### config.mk
export PLATFORM = sky130hd
export DESIGN_NAME = kgp_mc_ctrl
export DESIGN_NICKNAME = d
export VERILOG_FILES = /design/src/rtl/kgp_mc_ctrl.sv
export SDC_FILE = /design/constraint.sdc
export NUM_CORES = 1
export LEC_CHECK = 0
export CELL_PAD_IN_SITES_DETAIL_PLACEMENT = 0
export CELL_PAD_IN_SITES_GLOBAL_PLACEMENT = 1
export CORE_MARGIN = 2
export CORE_UTILIZATION = 40
export CTS_CLUSTER_SIZE = 25
export DETAILED_ROUTE_END_ITERATION = 7
export GPL_ROUTABILITY_DRIVEN = 0
export HOLD_SLACK_MARGIN = 0.1
export PLACE_DENSITY = 0.82
export REMOVE_ABC_BUFFERS = 1
export SYNTH_ARGS = -nofsm -noshare
export SYNTH_HDL_FRONTEND = slang
export SYNTH_SLANG_ARGS = --single-unit
### constraint.sdc
create_clock -name clk -period 4.16 [get_ports clk]
set_clock_uncertainty 0.2 [all_clocks]
set_input_delay 0.832 -clock clk [delete_from_list [all_inputs] [get_ports clk]]
set_output_delay 0.832 -clock clk [all_outputs]
set_load 0.005 [all_outputs]
### src/rtl/kgp_mc_ctrl.sv
// Multi-cycle control sequencer for the KGP RISC datapath (fetch/decode/exec/mem/wb).
// Optional retired-instruction counter enabled by defining KGP_MC_PERF_EN.
module kgp_mc_ctrl #(
    parameter int MEM_TIMEOUT = 16
) (
    input  logic       clk,
    input  logic       rst,
    input  logic       start,
    input  logic [5:0] opcode,
    input  logic       br_taken,
    input  logic       mem_ack,
    output logic       mem_req,
    output logic       mem_we,
    output logic       ir_write,
    output logic       pc_write,
    output logic [1:0] pc_src,
    output logic       ext_sel,
    output logic       alu_src_imm,
    output logic       reg_write,
    output logic       wb_sel,
    output logic       busy,
    output logic       error,
    output logic [2:0] state
`ifdef KGP_MC_PERF_EN
    ,
    output logic [31:0] retired
`endif
);

    localparam logic [2:0] S_IDLE   = 3'd0;
    localparam logic [2:0] S_FETCH  = 3'd1;
    localparam logic [2:0] S_DECODE = 3'd2;
    localparam logic [2:0] S_EXEC   = 3'd3;
    localparam logic [2:0] S_MEM    = 3'd4;
    localparam logic [2:0] S_WB     = 3'd5;
    localparam logic [2:0] S_HALT   = 3'd6;
    localparam logic [2:0] S_ERROR  = 3'd7;

    localparam logic [2:0] C_ALUR = 3'd0;
    localparam logic [2:0] C_ALUI = 3'd1;
    localparam logic [2:0] C_LOGI = 3'd2;
    localparam logic [2:0] C_LD   = 3'd3;
    localparam logic [2:0] C_ST   = 3'd4;
    localparam logic [2:0] C_BR   = 3'd5;
    localparam logic [2:0] C_JMP  = 3'd6;

    localparam logic [7:0] TO_LAST = 8'(MEM_TIMEOUT - 1);

    logic [2:0] state_nx;
    logic [2:0] cls;
    logic [7:0] wait_cnt;
    logic       in_mem;
    logic       timeout_hit;
    logic       imm_phase;
    logic       retire;

    assign in_mem      = (state == S_FETCH) || (state == S_MEM);
    // The ack wins over the timeout when both land in the same cycle.
    assign timeout_hit = in_mem && !mem_ack && (wait_cnt == TO_LAST);
    assign imm_phase   = (state == S_EXEC) || (state == S_MEM) || (state == S_WB);

    always_comb begin
        state_nx = state;
        retire   = 1'b0;
        case (state)
            S_IDLE:   if (start) state_nx = S_FETCH;
            S_FETCH: begin
                if (mem_ack)          state_nx = S_DECODE;
                else if (timeout_hit) state_nx = S_ERROR;
            end
            S_DECODE: begin
                if (opcode == 6'h3f)                              state_nx = S_HALT;
                else if (opcode[5:3] == 3'b000 && opcode[2:0] != 3'd7) state_nx = S_EXEC;
                else                                              state_nx = S_ERROR;
            end
            S_EXEC: begin
                case (cls)
                    C_BR, C_JMP: begin
                        state_nx = S_FETCH;
                        retire   = 1'b1;
                    end
                    C_LD, C_ST: state_nx = S_MEM;
                    default:    state_nx = S_WB;
                endcase
            end
            S_MEM: begin
                if (mem_ack) begin
                    if (cls == C_ST) begin
                        state_nx = S_FETCH;
                        retire   = 1'b1;
                    end else begin
                        state_nx = S_WB;
                    end
                end else if (timeout_hit) begin
                    state_nx = S_ERROR;
                end
            end
            S_WB: begin
                state_nx = S_FETCH;
                retire   = 1'b1;
            end
            default: state_nx = state;
        endcase
    end

    always_comb begin
        mem_req     = in_mem;
        mem_we      = (state == S_MEM) && (cls == C_ST);
        ir_write    = (state == S_FETCH) && mem_ack;
        pc_write    = 1'b0;
        pc_src      = 2'd0;
        ext_sel     = imm_phase && (cls == C_LOGI);
        alu_src_imm = imm_phase && ((cls == C_ALUI) || (cls == C_LOGI) ||
                                    (cls == C_LD) || (cls == C_ST));
        reg_write   = (state == S_WB);
        wb_sel      = (state == S_WB) && (cls == C_LD);
        busy        = (state != S_IDLE) && (state != S_HALT) && (state != S_ERROR);
        error       = (state == S_ERROR);
        if (state == S_FETCH && mem_ack) begin
            pc_write = 1'b1;
        end else if (state == S_EXEC && cls == C_BR) begin
            pc_write = br_taken;
            pc_src   = 2'd1;
        end else if (state == S_EXEC && cls == C_JMP) begin
            pc_write = 1'b1;
            pc_src   = 2'd2;
        end
    end

    // The wait counter restarts whenever the FSM enters or leaves a memory state.
    always_ff @(posedge clk or posedge rst) begin
        if (rst) begin
            state    <= S_IDLE;
            cls      <= C_ALUR;
            wait_cnt <= 8'd0;
        end else begin
            state <= state_nx;
            if (state == S_DECODE) cls <= opcode[2:0];
            if (in_mem && state_nx == state) wait_cnt <= wait_cnt + 8'd1;
            else                             wait_cnt <= 8'd0;
        end
    end

`ifdef KGP_MC_PERF_EN
    always_ff @(posedge clk or posedge rst) begin
        if (rst)         retired <= 32'd0;
        else if (retire) retired <= retired + 32'd1;
    end
`else
    logic unused_retire;
    assign unused_retire = retire;
`endif

endmodule
==> summary.txt <==
Yosys
  • Synth cell types: 47
  • Mapped Area: 1140 µm²
  • Sequential fraction of the synthesis area: 0.308
  • Synth Area in XOR/XNOR: 0.0385
  • Compound-Gate Fraction of Synth Area: 0.272
  • Yosys Warn Count: 0
  • Avg Cell Area, Syn: 8.82 µm²
  • Synth Area in Adders: 0.0110
  • Yosys reg bits: 14
  • Post-Synth Simple-Gate Area: 0.288
  • Mux contribution to synthesized area: 0.0198
  • Largest family of logic cells by synthesized area: simple AND/OR/NAND/NOR gates
  • Synth Instances: 129

Power and ir drop
  • Cell Pwr Density: 601 nW/µm²
  • Peak VDD IR: 379 µV
  • Flop pwr share: 0.315
  • Comb power frac: 0.573
  • Sw Share: 0.456
  • Internal: 464 µW
  • Switch Pwr: 390 µW
  • Clock share of power: 0.112
  • LEAKAGE: 0.000513 µW

STA
  • Tcrit/Tclk final: 0.812
  • Max Freq: 296 MHz
  • Slew headroom: 0.552
  • Worst Max-Slew Pin Slew: 0.672 ns
  • Hold Violations, Final: 0
  • RSZ-0062 raised after global routing: no
  • Slew Limit Fails: 0
  • Hold slack: 0.301 ns
  • Fin crit period: 3.38 ns
  • Setup TNS: 0 ns
  • Setup violators final: 0

Layout
  • Layout cells sized above 1: 0.125
  • Fillcell total: 244
  • Ant diodes: 0
  • Synth-to-Final Area Change: 25.0%
  • Fin cells: 183
  • Nets@finish: 165

Floorplanning
  • Num ports: 26
  • Initial Utilization: 0.416
  • Die Span Y: 57.3 µm
  • Die Area: 3290 µm²
  • Die X: 57.3 µm
  • Core Area: 2730 µm²
  • Row count: 19

Clocking
  • Sink Count: 14
  • Hold Buf Count CTS: 0
  • Clk buf depth: 2
  • Clk_lat worst skew: 0.28 ns
  • PostCTS Resize Cnt: 0
  • CTS buffer count: 3
  • CTS tree: yes
  • Post-CTS Setup Inserts: 0
  • Clock-pin slew on the worst setup and hold paths: 0.07 ns
  • CTS H-tree depth: 1
  • Root buf cell: clkbuf_4

Detailed routing
  • Vias: 1,062
  • Vias per cell: 5.80
  • Post-Route WL: 2690 µm
  • First-pass DRT Iterations: 4
  • DRC viols: 0
  • Routed WL per cell: 14.7 µm
  • Post-DRT Antenna Nets: 0
  • DRT iter0 DRCs: 23

Worst hold path
  • Hold EP: wait_cnt[0]
  • Worst hold start: wait_cnt[0]
  • Hold Path Depth: 1
  • HP Class: reg2reg

GRT
  • Vias in the first global route: 1,035
  • GR peak layer: met2
  • Total GRT Usage: 0.180
  • GRT met2 Usage: 0.315
  • Largest net degree at the start of global routing: 21
  • First-pass GRT wire length: 4730 µm
  • Met1 Track Usage GR: 0.230
  • M3 GR Usage: 0.0431
  • Initial antenna violation count: 0
  • Grt ovf: 0

Worst setup path
  • Required @ worst endpoint: 3.13 ns
  • Crit path from: mem_ack
  • CP Class: in2out
  • Cell count of the worst reg-to-reg path: 4
  • Crit Path Max Fanout: 9
  • Worst R2R End: wait_cnt[0]
  • Startpoint types: primary input
  • Worst r2r src: state[1]
  • Worst Path Arrival: 2.35 ns
  • R2R Setup Slk: 2.03 ns
  • CP Capture Type: primary output

Placement
  • Port-buffer cells: 25
  • Detailed placement HPWL: 2040 µm
  • Placed cell count: 179

Status
  • Status: complete, no violations

Job
  • Max_cap viols: 0
## metrics by stage
stage | instance area, µm² | util | setup slack [ns] | total power, µW
after CTS | 1420 | 0.520 | 0.776 | 863
after global routing | 1420 | 0.520 | 0.644 | 925
after global placement | 1390 | 0.507 | 0.802 | 761
after floorplan | 1090 | - | 1.89 | 557
after detailed placement | 1390 | 0.507 | 0.774 | 764
final | 1420 | 0.520 | 0.780 | 854
## synthesized netlist by cell type, drive strengths merged
library cell	number	area share
nand4	2	0.011
nor2b	2	0.013
o211ai	7	0.067
nand2b	3	0.017
a21oi	7	0.037
nor2	6	0.020
and3	1	0.0055
buf	6	0.036
nand3b	2	0.013
xnor2	4	0.031
o21ai	5	0.022
o21a	4	0.026
nor3b	2	0.018
and2	1	0.0055
mux2	2	0.020
a2111oi	1	0.013
inv	6	0.020
a211oi	7	0.046
dfrtp	14	0.31
ha	1	0.011
clkbuf	1	0.0066
or2	1	0.0055
nand3	12	0.053
nor4b	1	0.0077
a41oi	1	0.0077
xor2	1	0.0077
nor4	2	0.024
a221o	1	0.0088
a21boi	1	0.0066
a31oi	3	0.030
nor3	12	0.057
o31ai	1	0.0066
nand4b	1	0.0077
or3b	1	0.0077
nand2	7	0.023
## worst max path at each step
stage,slack [ns],to
finish,0.78,pc_write
global placement,0.80,pc_write
detailed placement,0.77,pc_write
CTS,0.78,pc_write
global route,0.64,pc_src[0]
floorplan,1.89,pc_src[0]
## area by class of cell
class                      instances  area, µm²  share of cell area
sequential                        14        350               0.246
timing repair buffer              26        258               0.181
clock buffer                       4       36.3              0.0255
multi-input combinational        102        716               0.504
inverter                           6       22.5              0.0158
tap                               31       38.8              0.0273
## power groups by stage
stage / registers [µW] / logic, µW / clock network, µW
3_5_place_dp: 273 / 491 / 0
5_1_grt: 280 / 541 / 105
6_report: 269 / 489 / 95.9
3_3_place_gp: 273 / 488 / 0
4_1_cts: 270 / 495 / 98.9
2_1_floorplan: 246 / 311 / 0
## flip-flops by register name, summed over array words and instances, names as in the netlist
signal	cells
cls	3
state	3
wait_cnt	8
## cell usage in the layout (no fill, tap or decap), types with 2 or more instances in the layout
cell and n:
mux2_2 2, inv_1 5, a211oi_1 7, nand4_1 2
nand3b_1 2, clkbuf_4 3, xnor2_1 4, a21oi_1 5
dfrtp_1 14, o211ai_1 4, nor2_1 6, clkdlybuf4s50_1 25
a21oi_2 2, nand2b_1 3, o211ai_2 2, nand3_1 12
nor3_1 11, o21ai_0 3, a31oi_1 2, o21ai_1 2
o21a_1 4, nand2_1 7
## routing by layer
metal  wire, µm  vias up
met5          0        -
met4         17        0
met3         94        2
met2       1390       26
met1       1190      503
li1           -      531
## critical path, cell delays in order
cell	delay [ns]
clkdlybuf4s50_1	0.45
buf_4	0.17
nand2_1	0.06
nor3_1	0.20
or2_1	0.14
clkdlybuf4s50_1	0.48
## cells by family after synthesis
kind of cell / Yosys count
xor+xnor: 5
buf+inv: 13
compound gates: 38
simple gates: 56
mux: 2
fa+ha+maj: 1
flops: 14
No activity file was read; power rests on OpenSTA's default activity.
